### config.mk
export PLATFORM = sky130hd
export DESIGN_NAME = fractal_sync_root
export DESIGN_NICKNAME = d
export VERILOG_FILES = /design/src/rtl/fractal_sync_pkg.sv /design/src/rtl/fractal_sync_root_table.sv /design/src/rtl/fractal_sync_root.sv
export SDC_FILE = /design/constraint.sdc
export NUM_CORES = 1
export LEC_CHECK = 0
export ABC_AREA = 1
export CAP_MARGIN = 5
export CORE_UTILIZATION = 25
export DETAILED_ROUTE_END_ITERATION = 6
export DONT_BUFFER_PORTS = 1
export GPL_ROUTABILITY_DRIVEN = 1
export HOLD_SLACK_MARGIN = 0.05
export PLACE_DENSITY = 0.5
export SLEW_MARGIN = 20
export SYNTH_ARGS = -nofsm -noshare
export SYNTH_HDL_FRONTEND = slang
export SYNTH_SLANG_ARGS = --single-unit
### constraint.sdc
create_clock -name clk_i -period 6.14 [get_ports clk_i]
set_clock_uncertainty 0.2 [all_clocks]
set_input_delay 0.921 -clock clk_i [delete_from_list [all_inputs] [get_ports clk_i]]
set_output_delay 0.921 -clock clk_i [all_outputs]
set_load 0.05 [all_outputs]
### src/rtl/fractal_sync_pkg.sv
// Shared types for the fractal synchronization tree root: request/response
// structs, the pending-barrier table entry and the error-cause enum.
package fractal_sync_pkg;

    localparam int AGGREGATE_WIDTH = 1;
    localparam int ID_WIDTH        = 5;
    localparam int SRC_WIDTH       = 2;
    localparam int N_PORTS         = 2;

    typedef struct packed {
        logic                       sync;
        logic [AGGREGATE_WIDTH-1:0] aggr;
        logic [ID_WIDTH-1:0]        id_req;
        logic [SRC_WIDTH-1:0]       src;
    } fsync_req_t;

    typedef struct packed {
        logic                 wake;
        logic [SRC_WIDTH-1:0] dst;
        logic                 error;
    } fsync_rsp_t;

    // One pending root barrier: which ports have arrived and their sources
    typedef struct packed {
        logic                              valid;
        logic [ID_WIDTH-1:0]               id;
        logic [N_PORTS-1:0]                arrived;
        logic [N_PORTS-1:0][SRC_WIDTH-1:0] src;
    } table_entry_t;

    typedef enum logic [1:0] {
        ERR_NONE,
        ERR_AGGR,
        ERR_DUP,
        ERR_FULL
    } err_cause_e;

endpackage

### src/rtl/fractal_sync_root_table.sv
// Pending-barrier table of the root responder: merges same-ID requests,
// looks them up in a small CAM, allocates/completes entries and produces up
// to two response pushes per port per cycle (error first, then completions).
module fractal_sync_root_table
    import fractal_sync_pkg::*;
#(
    parameter int N_ENTRIES = 4
) (
    input  logic               clk_i,
    input  logic               rst_ni,
    input  fsync_req_t         req_i [N_PORTS],
    output logic [N_PORTS-1:0] push0_valid,
    output fsync_rsp_t         push0_data [N_PORTS],
    output logic [N_PORTS-1:0] push1_valid,
    output fsync_rsp_t         push1_data [N_PORTS],
    output logic               busy_o
);

    localparam int IDX_W = (N_ENTRIES > 1) ? $clog2(N_ENTRIES) : 1;
    localparam logic [AGGREGATE_WIDTH-1:0] AGGR_ROOT = AGGREGATE_WIDTH'(1);

    table_entry_t          tbl_reg  [N_ENTRIES];
    table_entry_t          tbl_next [N_ENTRIES];
    err_cause_e            cause    [N_PORTS];
    logic                  merge_all;
    logic                  merge_hit;
    logic                  direct_cmp;
    logic                  push_lost;
    logic                  found;
    logic [IDX_W-1:0]      idx;
    fsync_rsp_t            rsp;

    // Classify every request, update the table and collect response pushes
    always_comb begin
        for (int e = 0; e < N_ENTRIES; e++) tbl_next[e] = tbl_reg[e];
        for (int p = 0; p < N_PORTS; p++) begin
            cause[p]      = ERR_NONE;
            push0_data[p] = '0;
            push1_data[p] = '0;
        end
        push0_valid = '0;
        push1_valid = '0;
        push_lost   = 1'b0;
        found       = 1'b0;
        idx         = '0;
        rsp         = '0;

        // All ports asking for the same unknown ID complete without a table entry
        merge_all = 1'b1;
        for (int p = 0; p < N_PORTS; p++) begin
            if (!req_i[p].sync || req_i[p].aggr != AGGR_ROOT ||
                req_i[p].id_req != req_i[0].id_req) merge_all = 1'b0;
        end
        merge_hit = 1'b0;
        for (int e = 0; e < N_ENTRIES; e++) begin
            if (tbl_reg[e].valid && tbl_reg[e].id == req_i[0].id_req) merge_hit = 1'b1;
        end
        direct_cmp = merge_all && !merge_hit;

        // Ports are walked in index order against the evolving table, so a
        // higher port with the same ID merges into the entry a lower port just
        // allocated. Entries freed this cycle stay occupied until the edge.
        for (int p = 0; p < N_PORTS; p++) begin
            if (req_i[p].sync) begin
                if (req_i[p].aggr != AGGR_ROOT) begin
                    cause[p] = ERR_AGGR;
                end else if (!direct_cmp) begin
                    found = 1'b0;
                    idx   = '0;
                    for (int e = 0; e < N_ENTRIES; e++) begin
                        if (!found && tbl_next[e].valid && tbl_next[e].id == req_i[p].id_req) begin
                            found = 1'b1;
                            idx   = IDX_W'(e);
                        end
                    end
                    if (found) begin
                        if (tbl_next[idx].arrived[p]) begin
                            cause[p] = ERR_DUP;
                        end else begin
                            tbl_next[idx].arrived[p] = 1'b1;
                            tbl_next[idx].src[p]     = req_i[p].src;
                        end
                    end else begin
                        for (int e = 0; e < N_ENTRIES; e++) begin
                            if (!found && !tbl_next[e].valid) begin
                                found = 1'b1;
                                idx   = IDX_W'(e);
                            end
                        end
                        if (found) begin
                            tbl_next[idx]            = '0;
                            tbl_next[idx].valid      = 1'b1;
                            tbl_next[idx].id         = req_i[p].id_req;
                            tbl_next[idx].arrived[p] = 1'b1;
                            tbl_next[idx].src[p]     = req_i[p].src;
                        end else begin
                            cause[p] = ERR_FULL;
                        end
                    end
                end
            end
        end

        // Errors always occupy the first push slot of their port
        for (int p = 0; p < N_PORTS; p++) begin
            if (cause[p] != ERR_NONE) begin
                push0_valid[p] = 1'b1;
                push0_data[p]  = '{wake: 1'b1, dst: req_i[p].src, error: 1'b1};
            end
        end

        // Barrier completed entirely within this cycle
        if (direct_cmp) begin
            for (int p = 0; p < N_PORTS; p++) begin
                rsp = '{wake: 1'b1, dst: req_i[p].src, error: 1'b0};
                if (!push0_valid[p]) begin
                    push0_valid[p] = 1'b1;
                    push0_data[p]  = rsp;
                end else if (!push1_valid[p]) begin
                    push1_valid[p] = 1'b1;
                    push1_data[p]  = rsp;
                end else begin
                    push_lost = 1'b1;
                end
            end
        end

        // Completed table entries wake every port and are freed at this edge
        for (int e = 0; e < N_ENTRIES; e++) begin
            if (tbl_next[e].valid && (&tbl_next[e].arrived)) begin
                for (int p = 0; p < N_PORTS; p++) begin
                    rsp = '{wake: 1'b1, dst: tbl_next[e].src[p], error: 1'b0};
                    if (!push0_valid[p]) begin
                        push0_valid[p] = 1'b1;
                        push0_data[p]  = rsp;
                    end else if (!push1_valid[p]) begin
                        push1_valid[p] = 1'b1;
                        push1_data[p]  = rsp;
                    end else begin
                        push_lost = 1'b1;
                    end
                end
                tbl_next[e] = '0;
            end
        end
    end

    // Table state register
    always_ff @(posedge clk_i or negedge rst_ni) begin
        if (!rst_ni) begin
            for (int e = 0; e < N_ENTRIES; e++) tbl_reg[e] <= '0;
        end else begin
            for (int e = 0; e < N_ENTRIES; e++) tbl_reg[e] <= tbl_next[e];
        end
    end

    // Busy whenever any barrier is pending
    always_comb begin
        busy_o = 1'b0;
        for (int e = 0; e < N_ENTRIES; e++) busy_o = busy_o | tbl_reg[e].valid;
    end

    // One request per port per cycle bounds the pushes per port to two
    assert property (@(posedge clk_i) disable iff (!rst_ni) !push_lost);

    for (genvar gi = 0; gi < N_PORTS; gi++) begin : g_cov
        cover property (@(posedge clk_i) disable iff (!rst_ni) cause[gi] == ERR_AGGR);
        cover property (@(posedge clk_i) disable iff (!rst_ni) cause[gi] == ERR_DUP);
        cover property (@(posedge clk_i) disable iff (!rst_ni) cause[gi] == ERR_FULL);
    end

endmodule

### src/rtl/fractal_sync_root.sv
// Root responder of the fractal synchronization tree. Terminates the top
// node's request ports and returns one wake/error response per request
// through a 2-write/1-read FIFO per port feeding a registered output.
module fractal_sync_root
    import fractal_sync_pkg::*;
#(
    parameter int N_ENTRIES      = 4,
    parameter int RSP_FIFO_DEPTH = N_ENTRIES + 1
) (
    input  logic       clk_i,
    input  logic       rst_ni,
    input  fsync_req_t req_i [N_PORTS],
    output fsync_rsp_t rsp_o [N_PORTS],
    output logic       busy_o,
    output logic       overflow_o
);

    localparam int PTR_W = (RSP_FIFO_DEPTH > 1) ? $clog2(RSP_FIFO_DEPTH) : 1;
    localparam int CNT_W = $clog2(RSP_FIFO_DEPTH + 1);

    logic [N_PORTS-1:0] push0_valid;
    logic [N_PORTS-1:0] push1_valid;
    fsync_rsp_t         push0_data [N_PORTS];
    fsync_rsp_t         push1_data [N_PORTS];
    logic [N_PORTS-1:0] drop_vec;

    function automatic logic [PTR_W-1:0] ptr_inc(input logic [PTR_W-1:0] ptr);
        return (ptr == PTR_W'(RSP_FIFO_DEPTH - 1)) ? '0 : ptr + 1'b1;
    endfunction

    fractal_sync_root_table #(
        .N_ENTRIES (N_ENTRIES)
    ) u_table (
        .clk_i       (clk_i),
        .rst_ni      (rst_ni),
        .req_i       (req_i),
        .push0_valid (push0_valid),
        .push0_data  (push0_data),
        .push1_valid (push1_valid),
        .push1_data  (push1_data),
        .busy_o      (busy_o)
    );

    for (genvar gi = 0; gi < N_PORTS; gi++) begin : g_port
        fsync_rsp_t       mem [RSP_FIFO_DEPTH];
        logic [PTR_W-1:0] rd_ptr_reg;
        logic [PTR_W-1:0] wr_ptr_reg;
        logic [CNT_W-1:0] cnt_reg;
        fsync_rsp_t       rsp_reg;
        logic             pop;
        logic             bypass;
        logic             wr_a_valid;
        logic             wr_b_valid;
        logic             wr_a_ok;
        logic             wr_b_ok;
        logic             drop;
        fsync_rsp_t       wr_a_data;
        fsync_rsp_t       wr_b_data;
        int               free_slots;

        // Decide pop/bypass and which pushes land in storage this cycle;
        // with an empty FIFO the first push goes straight to the output
        always_comb begin
            pop    = (cnt_reg != '0);
            bypass = !pop && push0_valid[gi];
            if (bypass) begin
                wr_a_valid = push1_valid[gi];
                wr_a_data  = push1_data[gi];
                wr_b_valid = 1'b0;
                wr_b_data  = '0;
            end else begin
                wr_a_valid = push0_valid[gi];
                wr_a_data  = push0_data[gi];
                wr_b_valid = push1_valid[gi];
                wr_b_data  = push1_data[gi];
            end
            free_slots = RSP_FIFO_DEPTH - int'(cnt_reg) + (pop ? 1 : 0);
            wr_a_ok    = wr_a_valid && (free_slots >= 1);
            wr_b_ok    = wr_b_valid && (free_slots >= 2);
            drop       = (wr_a_valid && !wr_a_ok) || (wr_b_valid && !wr_b_ok);
        end

        // Output register, pointers and occupancy; wake drops when idle
        always_ff @(posedge clk_i or negedge rst_ni) begin
            if (!rst_ni) begin
                rd_ptr_reg <= '0;
                wr_ptr_reg <= '0;
                cnt_reg    <= '0;
                rsp_reg    <= '0;
            end else begin
                if (pop) begin
                    rsp_reg    <= mem[rd_ptr_reg];
                    rd_ptr_reg <= ptr_inc(rd_ptr_reg);
                end else if (bypass) begin
                    rsp_reg <= push0_data[gi];
                end else begin
                    rsp_reg.wake <= 1'b0;
                end
                if (wr_a_ok && wr_b_ok) begin
                    wr_ptr_reg <= ptr_inc(ptr_inc(wr_ptr_reg));
                end else if (wr_a_ok) begin
                    wr_ptr_reg <= ptr_inc(wr_ptr_reg);
                end
                cnt_reg <= cnt_reg - CNT_W'(pop) + CNT_W'(wr_a_ok) + CNT_W'(wr_b_ok);
            end
        end

        // FIFO storage, written in push order (error before completion)
        always_ff @(posedge clk_i) begin
            if (wr_a_ok) mem[wr_ptr_reg] <= wr_a_data;
            if (wr_b_ok) mem[ptr_inc(wr_ptr_reg)] <= wr_b_data;
        end

        assign rsp_o[gi]    = rsp_reg;
        assign drop_vec[gi] = drop;
    end

    // Sticky overflow flag for undersized FIFO configurations
    always_ff @(posedge clk_i or negedge rst_ni) begin
        if (!rst_ni) begin
            overflow_o <= 1'b0;
        end else if (|drop_vec) begin
            overflow_o <= 1'b1;
        end
    end

    assert property (@(posedge clk_i) disable iff (!rst_ni) !overflow_o);

endmodule
==> results of run 1 <==
-- cells in the final DEF (no fill, tap or decap), types with 8 or more instances in the layout --
cell type | synthesis | final
nand3_1 | 109 | 109
o21ai_0 | 74 | 74
o21ai_1 | 17 | 17
inv_2 | 17 | 17
nand2_4 | 8 | 8
nor2_2 | 18 | 18
nand2_2 | 21 | 21
clkbuf_16 | 0 | 17
nand3_2 | 12 | 12
dfrtp_1 | 75 | 75
a21oi_1 | 36 | 36
nor2_1 | 147 | 147
edfxtp_1 | 30 | 30
a211oi_1 | 8 | 8
nand2_1 | 432 | 432
nor3_1 | 9 | 9
inv_1 | 136 | 136
nand4_1 | 17 | 17
o211ai_1 | 36 | 36
ha_1 | 21 | 21
dfxtp_1 | 10 | 10
nor2_4 | 12 | 12
buf_4 | 7 | 54
-- metrics by stage --
step	hold WS [ns]	total power [µW]
after floorplan	0.240	3780
after global placement	0.255	4660
after detailed placement	0.254	4680
after CTS	0.202	5730
after global routing	0.208	6230
final	0.165	5670
-- power by group through the flow --
stage	sequential (µW)	clock, µW	combinational (µW)
3_5_place_dp	1520	0	3160
3_3_place_gp	1520	0	3140
4_1_cts	1510	1040	3190
6_report	1500	1010	3160
5_1_grt	1550	1060	3630
2_1_floorplan	1400	0	2390
-- routing by layer --
metal	vias to the layer above	part of all wire, %	GRT usage (%)
met5	-	0	0
met4	0	2.8	6.04
met3	52	5.5	3.22
met2	245	48	27.8
met1	4104	44	20.4
li1	4463	-	-
-- worst min-delay path by stage --
stage / to / cells after the start
floorplan: g_port[0].mem[1][0] / 2
global placement: g_port[0].mem[2][0] / 2
detailed placement: g_port[0].mem[2][0] / 2
CTS: u_table.tbl_reg[9] / 1
global route: u_table.tbl_reg[21] / 1
finish: u_table.tbl_reg[43] / 1
-- logic make-up after synthesis --
group / Yosys count / synth area share, %
simple gates: 800 / 40.3
flops: 115 / 33.0
mux: 1 / 0.111
compound gates: 196 / 12.9
buf+inv: 194 / 8.89
fa+ha+maj: 25 / 3.80
xor+xnor: 10 / 0.972
-- repair_timing --
| action | in CTS | in global routing |
|---|---|---|
| endpoints found under the hold margin | 75 | 0 |
| setup buffers | 0 | 0 |
| hold buffers | 1 | 0 |
| resized for setup | 0 | 0 |
-- area by class of cell --
class | count | area [µm²] | area share (%)
Sequential cell | 115 | 2980 | 28.6
Inverter | 160 | 606 | 5.82
Timing Repair Buffer | 55 | 433 | 4.16
Clock buffer | 19 | 433 | 4.16
Multi-Input combinational cell | 1032 | 5230 | 50.3
Clock inverter | 13 | 148 | 1.42
Tap cell | 461 | 577 | 5.54
==> flow_summary.json, run 1 <==
{
  "async_reset_ff_share_pct": 65.2,
  "critical_path_depth": 33,
  "synth_top_area_share_pct": 20.8,
  "p_int_uw": 2830,
  "path_clk_slew_ns": 0.06,
  "critPathRequiredTime_ns": 6.25,
  "r2r_setup_slack_ns": 0.65,
  "core_um2": 35500,
  "crit_end": "g_port[0].cnt_reg[2]",
  "tightest_slew_ns": 0.967,
  "placed_area_um2": 9800,
  "pwr_density_cell_nw_per_um2": 545,
  "setup_viol": 0,
  "critPathKind": "input port to flip-flop",
  "synthCells": 1341,
  "path_buf_inv": 5,
  "cts_buffer_depth": 2,
  "relSlewSlack_pct": 35.1,
  "crit_path_start_kind": "input port",
  "outcome": "completed",
  "fin_nets": 1426,
  "fin_cells": 1855,
  "track_usage_pct": 16.4,
  "die_width_um": 192,
  "synthesis.nets": 1386,
  "rr_startpoint": "u_table.tbl_reg[32]",
  "pwr-share-seq_pct": 26.5,
  "crit_start": "req_i[13]",
  "largest_reg_flops": 48,
  "grt_pass1_wl_um": 46300,
  "crit_path_end_kind": "flip-flop",
  "rsz0062_at_grt": "false",
  "start_util_pct": 25.4,
  "period_minus_slack_ns": 5.61,
  "yosysWarnings": 0,
  "reg2regPathDepth": 33,
  "comb_power_share_pct": 55.7,
  "avgSynthCellArea_um2": 6.72,
  "utilization_pct": 29.3,
  "cts.sinks": 115,
  "cts_buffers": 17,
  "ys_seq_area_share_pct": 33.0,
  "worst_path_most_repeated_cell": "nand2_1",
  "min_period_over_period_pct": 91.3,
  "cp_slowest_cell": "fa_1",
  "routed_wl_um": 29000,
  "die_y_um": 192,
  "dp_cells": 1822,
  "io_pins": 30,
  "fin_setup_tns_ns": 0,
  "core.rowCount": 69,
  "hpwl_um": 22500,
  "root_buffer": "clkbuf_16",
  "antenna_cells": 0,
  "drtPass1Iterations": 5,
  "design_area_um2": 10400,
  "p_leak_uw": 0.00511,
  "place_ws_ns": 0.139,
  "htreeDepth": 4,
  "swShare_pct": 50.1,
  "critical_path.top_delay_family": "simple AND/OR/NAND/NOR gates",
  "crit_fanout": 17,
  "port_buffers": 0,
  "ys_ff_latch": 115,
  "syn_area_um2": 9010,
  "yosysMostFrequentCell": "nand2_1",
  "max-vdd-ir-drop_uv": 213,
  "insertion_delay_ns": 0.43,
  "r2r-end": "g_port[0].cnt_reg[2]",
  "ys.flop_type": "dfrtp_1",
  "drtAntennaViolNets": 0,
  "grt_max_degree": 76,
  "maxCapViolations": 0,
  "die_area_um2": 36800,
  "antenna_found_initial": 0,
  "vias": 8864,
  "routed_via_density": 4.78,
  "drc": 0,
  "cts_tree": "built",
  "cp_slowest_stage_delay_ns": 0.41,
  "setup_ws_ns": 0.533,
  "drtIter0Drc": 641,
  "hp-class": "input port to asynchronous set/reset pin",
  "synth_area_leaders": "dfrtp_1 21%, nand2_1 18%, edfxtp_1 10%",
  "post_drt_wl_per_cell_um": 15.6,
  "fmaxAchievable_mhz": 178,
  "final_max_slew_viol_count": 0,
  "fillers": 3860,
  "grt-ovfl-total": 0,
  "synth_edf_count": 30,
  "synth_common_cells": "432 x nand2_1, 147 x nor2_1, 136 x inv_1",
  "yosys.area.top_type": "dfrtp_1",
  "pwr-share-clk_pct": 17.8,
  "drive_above_1_share_pct": 13.1,
  "first_global_vias": 8447,
  "area_delta_synth_final_pct": 15.5,
  "arrival_ns": 5.72,
  "hold_viol": 0,
  "netlist-cell-type-count": 52,
  "p_sw_uw": 2840,
  "gp_congestion": 0.914
}
(Power assumes the default switching activity.)
==> run 2, diff against run 1 <==
--- a/config.mk
+++ b/config.mk
@@ -13,6 +13,7 @@
 export GPL_ROUTABILITY_DRIVEN = 1
 export HOLD_SLACK_MARGIN = 0.05
 export PLACE_DENSITY = 0.5
+export RECOVER_POWER = 25
 export SLEW_MARGIN = 20
 export SYNTH_ARGS = -nofsm -noshare
 export SYNTH_HDL_FRONTEND = slang
==> run 2 against run 1 <==
The run now ends with capacitance limit, slew limit left. Non-clock buffer count stayed put. Total power about the same. Wire length down 0.14%. Sequential power hardly changed. Clock-buffer cell count unchanged. Flip-flop and latch count unchanged. Hold slack gained 0.098 ns. Clock power barely moved. Critical path depth grew 4. Die area did not move. Cell area fell by 0.23%. Global-route usage unchanged. Critical endpoint unchanged.
==> flow_summary.json, run 2 (synthesis results as in run 1) <==
{
  "core_um2": 35500,
  "antenna_found_initial": 0,
  "final_max_slew_viol_count": 76,
  "maxCapViolations": 1,
  "grt-ovfl-total": 0,
  "cts_tree": "built",
  "relSlewSlack_pct": -193,
  "swShare_pct": 50.1,
  "routed_via_density": 4.77,
  "tightest_slew_ns": 4.39,
  "drtPass1Iterations": 5,
  "critical_path_depth": 37,
  "io_pins": 30,
  "final_common_cell": "nand2_1",
  "critPathKind": "input port to flip-flop",
  "setup_viol": 0,
  "post_cts_resized": 0,
  "crit_path_end_kind": "flip-flop",
  "drive_above_1_share_pct": 13.1,
  "failed_checks": "capacitance limit, slew limit",
  "fin_nets": 1426,
  "htreeDepth": 4,
  "min_period_over_period_pct": 91.2,
  "fin_setup_tns_ns": 0,
  "p_sw_uw": 2840,
  "drtAntennaViolNets": 0,
  "rsz0062_at_grt": "false",
  "antenna_cells": 0,
  "post-cts-setup-buffers": 0,
  "hp-class": "flip-flop to flip-flop",
  "cts_hold_buf": 1,
  "max-vdd-ir-drop_uv": 214,
  "cts_buffers": 17,
  "vias": 8841,
  "critical_path.top_delay_family": "simple AND/OR/NAND/NOR gates",
  "setup_ws_ns": 0.540,
  "track_usage_pct": 16.4,
  "cts_buffer_depth": 2,
  "post_drt_wl_per_cell_um": 15.6,
  "pwr-share-clk_pct": 17.8,
  "die_y_um": 192,
  "cp_slowest_stage_delay_ns": 0.41,
  "grt_max_degree": 76,
  "cp_slowest_cell": "fa_1",
  "pwr_density_cell_nw_per_um2": 546,
  "final_cell_mix": "432 x nand2_1, 147 x nor2_1, 136 x inv_1",
  "critPathRequiredTime_ns": 6.25,
  "root_buffer": "clkbuf_16",
  "routed_wl_um": 28900,
  "min_path_cells": 2,
  "placed_area_um2": 9800,
  "outcome": "complete, but fails checks",
  "hold_viol": 0,
  "crit_fanout": 17,
  "gp_congestion": 0.914,
  "p_leak_uw": 0.00510,
  "comb_power_share_pct": 55.7,
  "drc": 0,
  "p_int_uw": 2830,
  "place_ws_ns": 0.139,
  "start_util_pct": 25.4,
  "reg2regPathDepth": 37,
  "grt_pass1_wl_um": 46300,
  "area_delta_synth_final_pct": 15.2,
  "core.rowCount": 69,
  "first_global_vias": 8447,
  "arrival_ns": 5.71,
  "hpwl_um": 22500,
  "drtIter0Drc": 641,
  "largest_reg_flops": 48,
  "crit_path_start_kind": "input port",
  "cts.sinks": 115,
  "pwr-share-seq_pct": 26.5,
  "die_area_um2": 36800,
  "die_width_um": 192,
  "p_total_uw": 5670,
  "fmaxAchievable_mhz": 179,
  "path_buf_inv": 6,
  "period_minus_slack_ns": 5.60,
  "design_area_um2": 10400,
  "worst_path_most_repeated_cell": "nand2_1",
  "path_clk_slew_ns": 0.06,
  "port_buffers": 0,
  "insertion_delay_ns": 0.43
}
==> run 2: cell count changes in the layout (fill, tap and decap cells not counted) <==
cell,delta
buf_16,-1
clkbuf_1,+1
==> run 2: worst reg2reg max path, delay by kind of cell (launching register included) <==
| family | cells | cell delay (ns) |
|---|---|---|
| AOI/OAI and AO/OA | 3 | 0.39 |
| and+or+nand+nor | 24 | 2.55 |
| DFF | 1 | 0.40 |
| buffers and inverters | 6 | 0.68 |
| adders and majority gates | 3 | 1.05 |
| xor gates and xnor gates | 1 | 0.13 |
==> run 2: path summary, 6_finish.rpt <==
| path | startpoint | to | slack (ns) |
|---|---|---|---|
| min in group asynchronous | rst_ni | u_table.tbl_reg[31] | 1.84 |
| max reg2reg | u_table.tbl_reg[32] | g_port[0].cnt_reg[2] | 0.66 |
| max in group asynchronous | rst_ni | g_port[0].wr_ptr_reg[1] | 1.40 |
| max | req_i[13] | g_port[0].cnt_reg[2] | 0.54 |
| min reg2reg | g_port[0].mem[2][0] | g_port[0].mem[2][0] | 0.26 |
| min | g_port[0].mem[2][0] | g_port[0].mem[2][0] | 0.26 |
==> run 2: stage by stage <==
step / hold WS [ns] / util, % / std cells
floorplan: 0.240 / - / 1341
global placement: 0.255 / 27.6 / 1822
detailed placement: 0.254 / 27.6 / 1822
CTS: 0.202 / 29.3 / 1855
global route: 0.304 / 29.3 / 1855
finish: 0.263 / 29.3 / 1855
==> run 2: per-layer routing <==
layer / part of all wire [%] / track usage, %
met1: 44 / 20.4
met2: 48 / 27.8
met3: 5.3 / 3.22
met4: 2.8 / 6.04
met5: 0 / 0
==> run 2: layout make-up <==
type                    count  area [µm²]
multi-input cells        1032        5230
well taps                 461         577
clock inverters            13         148
inverters                 160         606
repair buffers             55         409
fillers                  3861       25100
clock buffers              19         433
flip-flops and latches    115        2980
==> run 2: power by group through the flow <==
stage | Sequential, µW | Clock, µW | Combinational, µW
after CTS | 1510 | 1040 | 3190
after detailed placement | 1520 | 0 | 3160
final | 1500 | 1010 | 3160
after global placement | 1520 | 0 | 3140
after global routing | 1550 | 1060 | 3620
after floorplan | 1400 | 0 | 2390
==> run 3, diff against run 2 <==
--- a/config.mk
+++ b/config.mk
@@ -7,6 +7,7 @@
 export LEC_CHECK = 0
 export ABC_AREA = 1
 export CAP_MARGIN = 5
+export CORE_ASPECT_RATIO = 0.7
 export CORE_UTILIZATION = 25
 export DETAILED_ROUTE_END_ITERATION = 6
 export DONT_BUFFER_PORTS = 1
==> run 3 against run 2 <==
The flow still finishes with violations (capacitance limit, slew limit). Global-route usage rose by 0.28 points. Via count rose by 2.1%. Hold slack improved by 0.0086 ns. Combinational power up 3%. Die area hardly changed. Critical path depth unchanged. Non-clock buffer count rose by 18. Clock-buffer cell count stayed put. Fmax shrank 2.0%. Wire length increased by 3.7%. First-iteration DRC count increased by 24%. Critical endpoint unchanged. Highest routed layer unchanged.
==> flow_summary.json, run 3 (synthesis results as in run 1) <==
{
  "period_minus_slack_ns": 5.71,
  "drc": 0,
  "design_area_um2": 10600,
  "routed_via_density": 4.79,
  "grt_max_degree": 76,
  "hold_viol": 0,
  "place_ws_ns": -0.0962,
  "utilization_pct": 30.2,
  "maxCapViolations": 1,
  "grt_pass1_wl_um": 47300,
  "rsz0062_at_grt": "false",
  "fin_nets": 1444,
  "area_delta_synth_final_pct": 17.5,
  "fmaxAchievable_mhz": 175,
  "core.rowCount": 57,
  "port_buffers": 0,
  "setup_viol": 0,
  "first_global_vias": 8185,
  "cts_buffer_depth": 2,
  "routed_wl_um": 30000,
  "path_clk_slew_ns": 0.05,
  "hpwl_um": 23300,
  "cts.sinks": 115,
  "pwr_density_cell_nw_per_um2": 554,
  "tightest_slew_ns": 4.58,
  "antenna_found_initial": 0,
  "drtAntennaViolNets": 0,
  "grt-ovfl-total": 0,
  "max-vdd-ir-drop_uv": 243,
  "vias": 9029,
  "post_drt_wl_per_cell_um": 15.9,
  "setup_ws_ns": 0.427,
  "cts_buffers": 17,
  "relSlewSlack_pct": -206,
  "gp_congestion": 0.970,
  "p_leak_uw": 0.00522,
  "crit_path_end_kind": "flip-flop",
  "fin_setup_tns_ns": 0,
  "die_area_um2": 36800,
  "crit_path_start_kind": "input port",
  "drtPass1Iterations": 5,
  "cp_slowest_cell": "fa_1",
  "die_width_um": 229,
  "die_y_um": 161,
  "failed_checks": "capacitance limit, slew limit",
  "critPathKind": "input port to flip-flop",
  "drtIter0Drc": 796,
  "final_common_cell": "nand2_1",
  "htreeDepth": 4,
  "io_pins": 30,
  "cp_slowest_stage_delay_ns": 0.41,
  "min_period_over_period_pct": 93.0,
  "outcome": "complete, but fails checks",
  "start_util_pct": 25.7,
  "fin_cells": 1884,
  "arrival_ns": 5.83,
  "critPathRequiredTime_ns": 6.26,
  "root_buffer": "clkbuf_16",
  "placed_area_um2": 9890,
  "dp_cells": 1844,
  "crit_fanout": 9,
  "final_max_slew_viol_count": 76,
  "final_cell_mix": "432 x nand2_1, 147 x nor2_1, 136 x inv_1",
  "cts_tree": "built",
  "path_buf_inv": 6,
  "track_usage_pct": 16.7,
  "drive_above_1_share_pct": 14.2,
  "worst_path_most_repeated_cell": "nand2_1",
  "largest_reg_flops": 48,
  "core_um2": 35100,
  "critical_path.top_delay_family": "simple AND/OR/NAND/NOR gates",
  "insertion_delay_ns": 0.45,
  "hp-class": "flip-flop to flip-flop",
  "antenna_cells": 0
}
==> run 3: cell count changes in the layout (fill, tap and decap cells not counted), sizes merged <==
cell      before  now
buf           54   72
bufinv         2    4
clkinv         9   11
clkinvlp       3    1
inv          159  157
==> run 3: worst paths after layout <==
check / startpoint / end / slack (ns) / cells past startpoint
max: req_i[12] / g_port[0].cnt_reg[2] / 0.43 / 37
min: g_port[0].mem[4][0] / g_port[0].mem[4][0] / 0.27 / 2
max reg2reg: u_table.tbl_reg[11] / g_port[0].cnt_reg[2] / 0.44 / 30
min reg2reg: g_port[0].mem[4][0] / g_port[0].mem[4][0] / 0.27 / 2
max in group asynchronous: rst_ni / u_table.tbl_reg[29] / 1.25 / 1
min in group asynchronous: rst_ni / u_table.tbl_reg[8] / 1.91 / 1
==> run 3: tightest hold or removal path: cells and delay by family, from the launching register on <==
family,cells,cell delay [ns]
DFF,1,0.31
and+or+nand+nor,2,0.11
==> run 3: what timing repair did <==
action	CTS	global route
resized for setup	0	0
hold endpoints to repair	75	0
setup endpoints to repair	0	3
buffers inserted	0	7
hold buffers	1	0
==> run 3: per-layer routing <==
metal | vias to the layer above | share of wire [%] | GRT usage (%) | wire length [µm]
met3 | 21 | 8.3 | 4.88 | 2500
met2 | 332 | 37 | 21.0 | 11000
met4 | 0 | 0.95 | 4.21 | 286
met1 | 4179 | 54 | 26.4 | 16200
met5 | - | 0 | 0 | 0
li1 | 4497 | - | - | -
==> run 3: power breakdown <==
group          internal [µW]  switching (µW)
logic                   1130            2130
clock network            689             396
registers               1140             383
==> run 3: cell type report <==
class / count / area [µm²]
clock inverters: 13 / 181
fillers: 3848 / 24500
inverters: 160 / 606
flip-flops and latches: 115 / 2980
multi-input cells: 1032 / 5230
repair buffers: 73 / 557
well taps: 472 / 591
clock buffers: 19 / 443
==> run 3: metrics by stage <==
step / total power (µW) / hold slack, ns
6_report: 5870 / 0.272
5_1_grt: 6370 / 0.297
4_1_cts: 5840 / 0.193
3_5_place_dp: 4720 / 0.265
3_3_place_gp: 4730 / 0.260
2_1_floorplan: 3780 / 0.240
